--- config.mk ---
export PLATFORM = sky130hd
export DESIGN_NAME = hazard_ctrl
export DESIGN_NICKNAME = d
export VERILOG_FILES = /design/src/rtl/hazard_ctrl.sv
export SDC_FILE = /design/constraint.sdc
export NUM_CORES = 1
export LEC_CHECK = 0
export BUFFER_PORTS_ARGS = -buffer_cell sky130_fd_sc_hd__buf_2
export CORE_MARGIN = 5
export CORE_UTILIZATION = 42
export DETAILED_ROUTE_END_ITERATION = 6
export GPL_TIMING_DRIVEN = 0
export MAX_ROUTING_LAYER = met4
export PLACE_DENSITY = 0.73
export SETUP_SLACK_MARGIN = 0.2
export SLEW_MARGIN = 20
export SYNTH_ARGS = -nofsm -noshare
export SYNTH_HDL_FRONTEND = slang
export SYNTH_SLANG_ARGS = --single-unit
--- constraint.sdc ---
create_clock -name clk -period 4.6 [get_ports clk]
set_input_delay 0.23 -clock clk [delete_from_list [all_inputs] [get_ports clk]]
set_output_delay 0.23 -clock clk [all_outputs]
set_load 0.01 [all_outputs]
--- src/rtl/hazard_ctrl.sv ---
// Pipeline hazard controller: load-use stall, branch flush, memory-wait freeze.
// Latency: stall/flush/hold controls are combinational, valid in the detection cycle.
// Backpressure: mem_busy freezes the whole pipe; counters and watchdog update on the next edge.
module hazard_ctrl #(
   parameter int MAX_WAIT = 64,
   parameter int CNT_W    = 16
) (
   input  logic             clk,
   input  logic             rstn,
   input  logic [31:0]      id_inst,
   input  logic [31:0]      ex_inst,
   input  logic             br_taken,
   input  logic             mem_busy,
   output logic             pc_write,
   output logic             ifid_write,
   output logic             ifid_flush,
   output logic             idex_bubble,
   output logic             pipe_hold,
   output logic [CNT_W-1:0] stall_cnt,
   output logic [CNT_W-1:0] flush_cnt,
   output logic             hang_err
);

   localparam int            WW       = $clog2(MAX_WAIT + 1);
   localparam logic [WW-1:0] WAIT_MAX = WW'(MAX_WAIT);

   localparam logic [6:0] OP_LOAD   = 7'b0000011;
   localparam logic [6:0] OP_LUI    = 7'b0110111;
   localparam logic [6:0] OP_AUIPC  = 7'b0010111;
   localparam logic [6:0] OP_JAL    = 7'b1101111;
   localparam logic [6:0] OP_OP     = 7'b0110011;
   localparam logic [6:0] OP_STORE  = 7'b0100011;
   localparam logic [6:0] OP_BRANCH = 7'b1100011;

   typedef enum logic [1:0] {RUN = 2'd0, LU_STALL = 2'd1, MEM_WAIT = 2'd2} state_t;

   state_t        state, state_nxt;
   logic [WW-1:0] wait_cnt, wait_nxt;
   logic          lu, stall_inc, flush_inc;
   logic [4:0]    ex_rd;
   logic          unused_bits;

   function automatic logic uses_rs1(input logic [6:0] op);
      return !(op == OP_LUI || op == OP_AUIPC || op == OP_JAL);
   endfunction

   function automatic logic uses_rs2(input logic [6:0] op);
      return (op == OP_OP || op == OP_STORE || op == OP_BRANCH);
   endfunction

   // Load in EX whose destination is a source of the instruction in ID; x0 never hazards.
   assign ex_rd = ex_inst[11:7];
   assign lu    = (ex_inst[6:0] == OP_LOAD) && (ex_rd != 5'd0) &&
                  ((uses_rs1(id_inst[6:0]) && (id_inst[19:15] == ex_rd)) ||
                   (uses_rs2(id_inst[6:0]) && (id_inst[24:20] == ex_rd)));

   // Fields not involved in hazard detection.
   assign unused_bits = ^{id_inst[31:25], id_inst[14:7], ex_inst[31:12]};

   // Prioritised control decode: reset, memory hold, flush, load-use stall, default.
   always_comb begin
      pc_write    = 1'b1;
      ifid_write  = 1'b1;
      ifid_flush  = 1'b0;
      idex_bubble = 1'b0;
      pipe_hold   = 1'b0;
      stall_inc   = 1'b0;
      flush_inc   = 1'b0;
      state_nxt   = RUN;
      if (rstn) begin
         pc_write    = 1'b0;
         ifid_write  = 1'b0;
         ifid_flush  = 1'b1;
         idex_bubble = 1'b1;
      end else if (mem_busy) begin
         pipe_hold  = 1'b1;
         pc_write   = 1'b0;
         ifid_write = 1'b0;
         state_nxt  = MEM_WAIT;
      end else if (br_taken) begin
         // The dependent instruction is on the wrong path, so a flush wins over lu.
         ifid_flush  = 1'b1;
         idex_bubble = 1'b1;
         flush_inc   = 1'b1;
      end else if (lu && (state != LU_STALL)) begin
         // In LU_STALL the EX slot holds the bubble we inserted, so lu is stale.
         pc_write    = 1'b0;
         ifid_write  = 1'b0;
         idex_bubble = 1'b1;
         stall_inc   = 1'b1;
         state_nxt   = LU_STALL;
      end
   end

   // Consecutive busy-cycle count for the watchdog, saturating at MAX_WAIT.
   always_comb begin
      wait_nxt = '0;
      if (mem_busy)
         wait_nxt = (wait_cnt == WAIT_MAX) ? wait_cnt : wait_cnt + 1'b1;
   end

   // State, saturating performance counters and sticky hang flag.
   always_ff @(posedge clk or posedge rstn) begin
      if (rstn) begin
         state     <= RUN;
         wait_cnt  <= '0;
         stall_cnt <= '0;
         flush_cnt <= '0;
         hang_err  <= 1'b0;
      end else begin
         state    <= state_nxt;
         wait_cnt <= wait_nxt;
         if (stall_inc && (stall_cnt != '1))
            stall_cnt <= stall_cnt + 1'b1;
         if (flush_inc && (flush_cnt != '1))
            flush_cnt <= flush_cnt + 1'b1;
         if (mem_busy && (wait_nxt == WAIT_MAX))
            hang_err <= 1'b1;
      end
   end

endmodule

==> flow_results.org, run 1 <==
** Clock tree
- Total of cells resized after clock tree synthesis :: 0
- In this run the number of H-tree levels came out at 2.
- Counting the buffers created by CTS gives 5.
- Buffers inserted during post-CTS setup optimization :: 0
- CTS tree :: yes
- For this design, the CTS-stage hold fixing added 0 buffers.
- CTS Root Buffer Type :: sky130_fd_sc_hd__clkbuf_8
- The clock net in this run drives a total of 42 sinks.
- Clock input transition at the sequential cells of the worst setup and hold paths :: approximately 0.090 ns
- At the later pin of the worst-skew pair, clock insertion delay measures 0.30 ns.
- Maximum clock insertion buffer count :: 2

** Floorplan
- Effective utilization at floorplan :: 0.438
- Horizontal die dimension :: approximately 84 um
- Area of the die :: 7010 sq um
- Height of the die :: between 80 and 90 um
- Total I/O pin count :: 106
- The core region is between 5000 and 6000 sq um.
- The floorplan has 26 rows.

** Global route
- The initial antenna violation count was 0.
- Global-route wire length before repair :: a little under 9 mm
- Global router's overall resource usage :: 0.155
- The total overflow left after global routing is 0.
- The number of global-route vias before repair came to around 1.9k.
- Entering global routing, the biggest net connects 23 pins.

** Flow run
- Number of maximum-capacitance constraint violations :: 0

** STA
- Max-slew violation total from the final report :: 0
- For the pin with the worst max-slew slack, the measured transition is roughly 0.48 ns.
- Ratio of final minimum period to clock period :: 0.465
- Total negative slack for setup checks :: 0 ns
- Setup repair after global routing left no endpoint under its margin.
- Worst rel slew slack :: 0.679
- Static timing analysis puts the maximum clock frequency at roughly 0.47 GHz.
- The routed design could run at a clock period as short as 2.14 ns.
- The worst path meets setup with between 2 and 2.5 ns of slack.
- Setup clock skew after layout :: around 0.014 ns
- The total count of hold-check failures in the final report is 1.
- Setup violations remaining at the end of the flow were counted as 0.
- Worst hold slack :: -0.000150 ns

** Setup path
- Along the worst path, the maximum fanout reaches 10.
- Sum of buffers and inverters on the critical path :: 2
- Element type at the critical path end :: output port
- CP Launch Type :: flip-flop
- The signal on the critical path passes through nand2b_1 > and3_2 > nor2b_1 > a32o_2 > buf_6 > a21o_2 > buf_2.
- Slowest CP cell :: sky130_fd_sc_hd__dfrtp_1
- Crit Path Category :: flip-flop to output port
- In this design, the largest share of critical-path delay is due to compound AO/OA/AOI/OAI gates.
- STA puts the critical path data arrival time at roughly 1.9 ns.
- The largest single stage delay on the critical path is between 0.3 and 0.4 ns.
- Required time worst endpoint :: ~4.4 ns

** Final layout
- Share of cells above drive strength 1 :: 0.312
- The repair_antennas step left the layout with diodes totalling 0.
- The final layout contains 372 nets.
- Excluding fillers, the count of instances in the completed layout stands at ~370.
- Area delta synth->final :: 24.2%

** Yosys
- In this run, synthesis inferred 0 flip-flops with an integrated enable.
- The cell area that synthesis handed to floorplanning was roughly 2300 sq um.
- Share of synthesized area occupied by flip-flops and latches :: 0.461
- Counting every instance in the synthesized netlist gives approximately 220.
- Flops & latches, synth :: between 40 and 50
- The Yosys step of the flow raised 0 warnings.
- Counting distinct cell types in the post-synthesis netlist gives 46.
- Among all flip-flop cells after synthesis, the most frequent one is sky130_fd_sc_hd__dfrtp_1.
- After synthesis, the share of flip-flops with an asynchronous set or reset is 1.00.
- Synth Area per Inst :: 10.3 sq um
- Synthesis produced a netlist with a net count of 294.

** Place
- Port buffering added 70 buffers.
- At the end of routability-driven placement, the weighted congestion stood at 0.854.
- Prior to clock tree synthesis, the placed netlist has a worst setup slack of between 2 and 2.5 ns.
- After legalization and detailed placement, the total HPWL measured about 3.9 mm.
- Number of cells after detailed placement :: between 300 and 400

** Routing
- Number of detailed-route iterations in the first pass :: 4
- Drc violations :: 0
- The final route contains 1912 vias.
- Dividing the detail-routed via count by the number of cells gives 5.15.
- After detailed routing, the average wire length per cell comes to roughly 14 um.
- The final layout contains routed wiring with a total length of between 5 and 6 mm.
- Remaining number of nets flagged by the antenna check after routing :: 0
- DRC violation total after the first TritonRoute iteration :: 65

** Power
- Across the VDD grid, the largest voltage drop is around 230 uV.
- Switching power as a share of total power :: 0.291
- Switching pwr :: roughly 0.00023 W
- The share of total power dissipated in sequential elements is 0.534.
- Total power of the final layout :: ~0.0008 W
- Leakage component of the power :: 1.36 nW
- Dividing total power by cell area gives a power density of around 280 nW/um^2.
- Fraction of power consumed by combinational cells :: 0.171
- The share of total power dissipated in the clock network is 0.295.
- Cell internal power was estimated by the tool at 0.000569 W.

** Min path
- The tightest min-delay check is of the input pin to asynchronous set/reset pin type.

** Outcome
- The final reports fail on hold timing.
- The flow ran to the end, but the final reports show violations.
flip-flops by register name, indices dropped and copies added (netlist names):
| signal | count |
|---|---|
| flush_cnt | 16 |
| wait_cnt | 7 |
| stall_cnt | 16 |
| hang_err | 1 |
| state | 2 |
layout make-up:
cell class	count	area, sq um
tap	70	87.6
timing repair buffer	71	378
multi-input combinational	172	1190
clock buffer	5	68.8
sequential	42	1050
inverter	6	22.5
buffer	2	18.8
clock inverter	3	18.8
fill	494	2370
synth_stat cells (2+ instances only):
master                      n  area share
sky130_fd_sc_hd__dfrtp_1   42        0.46
sky130_fd_sc_hd__xnor2_1   33        0.13
sky130_fd_sc_hd__nand3_1   22       0.048
sky130_fd_sc_hd__nor2_1    19       0.031
sky130_fd_sc_hd__xor2_1    14       0.054
sky130_fd_sc_hd__nand2_1   13       0.021
sky130_fd_sc_hd__nand4_1   11       0.030
sky130_fd_sc_hd__nor3_1     9       0.020
sky130_fd_sc_hd__inv_1      5      0.0082
sky130_fd_sc_hd__ha_1       4       0.022
sky130_fd_sc_hd__nand4b_1   4       0.015
sky130_fd_sc_hd__and3_1     3      0.0082
sky130_fd_sc_hd__o21ai_0    3      0.0066
sky130_fd_sc_hd__a21oi_1    2      0.0044
sky130_fd_sc_hd__and2_1     2      0.0055
sky130_fd_sc_hd__nand2b_1   2      0.0055
sky130_fd_sc_hd__nor2b_1    2      0.0055
sky130_fd_sc_hd__nor4_1     2      0.0055
sky130_fd_sc_hd__nor4b_1    2      0.0077
sky130_fd_sc_hd__or3_1      2      0.0055
path summary, 6_finish.rpt:
path | start | endpoint | slack [ns] | cells after the start
setup reg to reg | flush_cnt[0] | flush_cnt[1] | 2.49 | 6
setup / recovery | state[1] | idex_bubble | 2.46 | 7
hold / removal | rstn | state[0] | -0.0001 | 2
hold reg to reg | hang_err | hang_err | 0.48 | 1
min in group clk | mem_busy | wait_cnt[2] | 0.23 | 3
max in group asynchronous | rstn | wait_cnt[0] | 4.13 | 3
worst reg2reg max path, delay by kind of cell, from the launching register on:
kind	cells	cell delay (ns)
simple gates	4	1.02
flops	1	0.42
mux	1	0.36
fa+ha+maj	1	0.20
cell usage in the layout (no fill, tap or decap), types with 2 or more instances in the layout:
cell	instances
sky130_fd_sc_hd__buf_2	70
sky130_fd_sc_hd__dfrtp_1	42
sky130_fd_sc_hd__xnor2_1	33
sky130_fd_sc_hd__nand3_1	22
sky130_fd_sc_hd__nor2_1	19
sky130_fd_sc_hd__xor2_1	14
sky130_fd_sc_hd__nand2_1	13
sky130_fd_sc_hd__nand4_1	11
sky130_fd_sc_hd__nor3_1	9
sky130_fd_sc_hd__clkbuf_8	5
sky130_fd_sc_hd__inv_1	4
sky130_fd_sc_hd__nand4b_1	4
sky130_fd_sc_hd__ha_1	4
sky130_fd_sc_hd__and3_1	3
sky130_fd_sc_hd__o21ai_0	3
sky130_fd_sc_hd__nand2b_1	2
sky130_fd_sc_hd__nor4_1	2
sky130_fd_sc_hd__or3_1	2
sky130_fd_sc_hd__nor2b_1	2
sky130_fd_sc_hd__nor4b_1	2
sky130_fd_sc_hd__and2_1	2
sky130_fd_sc_hd__a21oi_1	2
sky130_fd_sc_hd__clkinv_2	2
power groups by stage:
stage | clock, W | combinational [W] | sequential (W)
finish | 0.000237 | 0.000138 | 0.000428
global route | 0.000262 | 0.000153 | 0.000433
CTS | 0.000245 | 0.000140 | 0.000428
detailed placement | 0 | 0.000140 | 0.000434
floorplan | 0 | 0.0000680 | 0.000442
global placement | 0 | 0.000134 | 0.000434
stage by stage:
stage / hold WS, ns / utilization / instance area, sq um
2_1_floorplan: 0.347 / - / 2280
3_3_place_gp: 0.448 / 0.523 / 2720
3_5_place_dp: 0.339 / 0.528 / 2750
4_1_cts: 0.0150 / 0.545 / 2840
5_1_grt: 0.0440 / 0.545 / 2840
6_report: -0.000150 / 0.545 / 2840
per-layer routing:
| layer | global-route usage | wire (um) |
|---|---|---|
| met3 | 0.0582 | 413 |
| met1 | 0.181 | 2210 |
| met4 | 0.0482 | 68 |
| met2 | 0.249 | 2340 |
| met5 | - | 0 |
cell families after synthesis:
group                      count (synthesis)  synth area share
buffers and inverters                      8            0.0181
xor gates and xnor gates                  47             0.180
AOI/OAI and AO/OA                         13            0.0411
DFF                                       42             0.461
and+or+nand+nor                          106             0.268
muxes                                      2           0.00987
adders and majority gates                  4            0.0219
No activity file was read; power rests on OpenSTA's default activity.
==> run 2, diff against run 1 <==
- clock period: 4.6 -> 2 ns (I/O delays scaled with it)
==> run 2 against run 1 <==
The flow now finishes without violations. Combinational power rose to 3.2 times the previous value. Die area did not move. Largest power group unchanged. First-iteration DRC count rose by 42%. Register-to-register slack got worse by 2.3 ns. Largest cell class unchanged. Power rose to 2.6 times the previous value.
==> flow_results.org, run 2 (same netlist as run 1, synthesis figures left out) <==
** Global route
- Global router's overall resource usage :: 0.162 (+0.00711)
- Global-route wire length before repair :: 9.32 mm (+7.5%)
- Largest net degree at the start of global routing :: 28 (+22%)
- Total global routing overflow :: 0 (unchanged)
- Vias in the first global route :: 2041 (+8.0%)
- The initial antenna violation count was 0 (unchanged).

** Routing
- DRC violation total after the first TritonRoute iteration :: 92 (+42%)
- Number of detailed-route iterations in the first pass :: 4 (unchanged)
- Vias per cell :: 5.26 (+2.0%)
- The post-route DRC violation count came to 0 (unchanged).
- Overall via count from detail_route :: 2072 (+8.4%)
- Remaining number of nets flagged by the antenna check after routing :: 0 (unchanged)
- The average wire per cell in the routed design came to 14.7 um (+8.7%).
- Total Wirelength :: 5.80 mm (+15%)

** STA
- Fmax :: roughly 0.55 GHz
- Ratio of final minimum period to clock period :: 0.915
- The count of final max-slew check failures was 0 (unchanged).
- Final-report setup violation count :: 0 (unchanged)
- The aggregate negative setup slack came to 0 ns (unchanged).
- Setup repair after global routing could not meet its margin everywhere.
- The tightest slew margin relative to the limit came to 0.725 (+0.0462).
- Crit path time final :: approximately 1.8 ns
- The setup skew after layout was 0.00334 ns (-0.0102 ns).
- The worst-margin pin slew was 0.407 ns (-0.0737 ns).
- The total count of hold-check failures in the final report was 0 (-1).

** Setup path
- The critical path data arrival time is 2.01 ns (+0.10 ns).
- Capture instance of the worst register-to-register path :: flush_cnt[1]
- Register-to-Register Path Depth :: 6 (unchanged)
- Slowest CP cell :: sky130_fd_sc_hd__dfrtp_1
- Beginning of the worst register-to-register path :: flush_cnt[0]
- The worst setup path is captured at a flip-flop.
- Crit Path Category :: flip-flop to flip-flop
- Largest fanout on the critical path :: 5 (-5)
- CP Launch Type :: flip-flop
- Highest cell delay on the worst timing path :: 0.40 ns (+0.04 ns)
- The required time of the critical path is 2.18 ns (-2.19 ns).
- Ordered cell list for the critical path :: ha_4 > nand3_4 > nor4_4 > nand4_1 > nand2_2 > mux2_2
- The register-to-register setup slack was 0.17 ns (-2.32 ns).

** Min path
- The path with the worst hold slack has its endpoint at state[1].
- In this run the worst hold path is classified as input pin to flip-flop.
- Counting instances, the worst hold path has a depth of 2.
- Source of the worst hold timing path :: rstn

** Final layout
- The final layout net count is 395 (+6.2%).
- Leaving out fill and tap cells, the most frequent cells in the layout are 69 x sky130_fd_sc_hd__buf_2, 41 x sky130_fd_sc_hd__dfrtp_1, 33 x sky130_fd_sc_hd__xnor2_1.
- Design Area, Final :: 3160 sq um (+12%)
- Combined flip-flop and latch cell area :: 1050 sq um (+0.12%)
- Leaving out fill and tap cells, the most frequent cell in the layout is sky130_fd_sc_hd__buf_2.
- The fraction of final layout cells sized beyond drive strength 1 came to 0.407 (+0.0951).
- Fill count :: 452 (-8.5%)
- Area delta synth->final :: 38.7%
- The antenna diode count came to 0 (unchanged).
- The number of cells in the finished layout apart from fillers is 394 (+6.2%).
- The largest registers in the layout are flush_cnt: 16 flops, stall_cnt: 16 flops, wait_cnt: 7 flops.
- The area occupied by multi-input gates is 1320 sq um (+11%).

** Clock tree
- The count of clock tree sinks came to 42 (unchanged).
- The CTS buffer count came to 5 (unchanged).
- In this run the clock root is driven by a sky130_fd_sc_hd__clkbuf_8.
- Clock insertion delay at the later pin of the skew report :: 0.29 ns (about the same)
- CTS tree :: yes
- The maximum level of the CTS H-tree is 2 (unchanged).
- Clock input transition at the sequential cells of the worst setup and hold paths :: 0.08 ns (about the same)
- Maximum clock insertion buffer count :: 2 (unchanged)

** Power
- Pwr Density :: 657 nW/um^2 (+130%)
- VDD IR max :: 621 uV (+170%)
- The total design power came to 0.00208 W (+160%).
- The leakage power figure was 1.54 nW (+13%).

** Outcome
- The flow ran to the end, and the final reports show no timing, DRC or antenna violations.

** Place
- The estimated wirelength of the detail-placed design came to 3.96 mm (+0.40%).
- The final weighted congestion of routability-driven global placement is 0.871 (+2.0%).
- The number of buffers inserted by port buffering was 70 (unchanged).
- DP Area :: 2760 sq um (+0.27%)
- The count of placed standard cells including taps came to 363 (unchanged).

** Flow run
- The number of maximum-capacitance constraint violations is 0 (unchanged).

** Floorplan
- Standard-cell row count :: 26 (unchanged)
- The boundary pin count was 106 (unchanged).
- The floorplan die height is 83.7 um (unchanged).
- Horizontal die dimension :: 83.7 um (unchanged)
- Core Footprint :: 5200 sq um (unchanged)
- Area of the die :: 7010 sq um (unchanged)
- Effective utilization at floorplan :: 0.438 (unchanged)
-- run 2: cell types whose count changed in the layout (fill, tap and decap cells not counted), sizes merged --
cell / change
buf: +22
bufinv: +1
clkbuf: +2
dlygate4sd3: +1
clkinv: -2
inv: -1
-- run 2: area by class of cell --
type                    instances  area share
plain buffers                   2     0.00593
clock buffers                   7      0.0241
clock inverters                 1     0.00949
inverters                       6     0.00712
multi-input cells             172       0.418
flip-flops and latches         42       0.333
well taps                      70      0.0277
repair buffers                 94       0.176
-- run 2: how the worst max path moves through the flow --
stage / slack, ns / cells after the start / start / end
after floorplan: 0.19 / 6 / flush_cnt[0] / flush_cnt[1]
after CTS: 0.15 / 7 / state[1] / idex_bubble
after detailed placement: -0.01 / 6 / flush_cnt[0] / flush_cnt[1]
after global routing: 0.09 / 6 / flush_cnt[0] / flush_cnt[1]
final: 0.17 / 6 / flush_cnt[0] / flush_cnt[1]
after global placement: -0.10 / 5 / rstn / pc_write
-- run 2: repair_timing --
action	CTS	global route
hold buffers	1	0
endpoints found under the hold margin	15	0
pin swaps	6	11
setup endpoints to repair	10	14
buffers inserted	10	12
gates resized for setup	14	13
-- run 2: where the power goes --
part	leakage [nW]	switching (W)	internal (W)
combinational	0.924	0.000215	0.000222
clock	0.0524	0.000275	0.000373
sequential	0.563	0.0000868	0.000908
total	1.54	0.000577	0.00150
-- run 2: metal layers --
metal | wire [um] | global-route usage | vias to the layer above
li1 | - | - | 990
met1 | 2480 | 0.197 | 988
met2 | 2780 | 0.266 | 85
met3 | 472 | 0.0503 | 9
met4 | 65 | 0.0351 | 0
met5 | 0 | - | -
-- run 2: metrics by stage --
step	hold WS, ns	utilization	worst slack [ns]
after global routing	0.0590	0.608	0.0906
after floorplan	0.217	-	0.186
after global placement	0.353	0.525	-0.102
after detailed placement	0.148	0.529	-0.0143
after CTS	0.0556	0.580	0.150
final	0.0604	0.608	0.171
-- run 2: worst max-delay path, delay by kind of cell, from the launching register on --
family,cells,cell delay [ns]
flops,1,0.40
mux,1,0.34
fa+ha+maj,1,0.16
simple gates,4,0.82
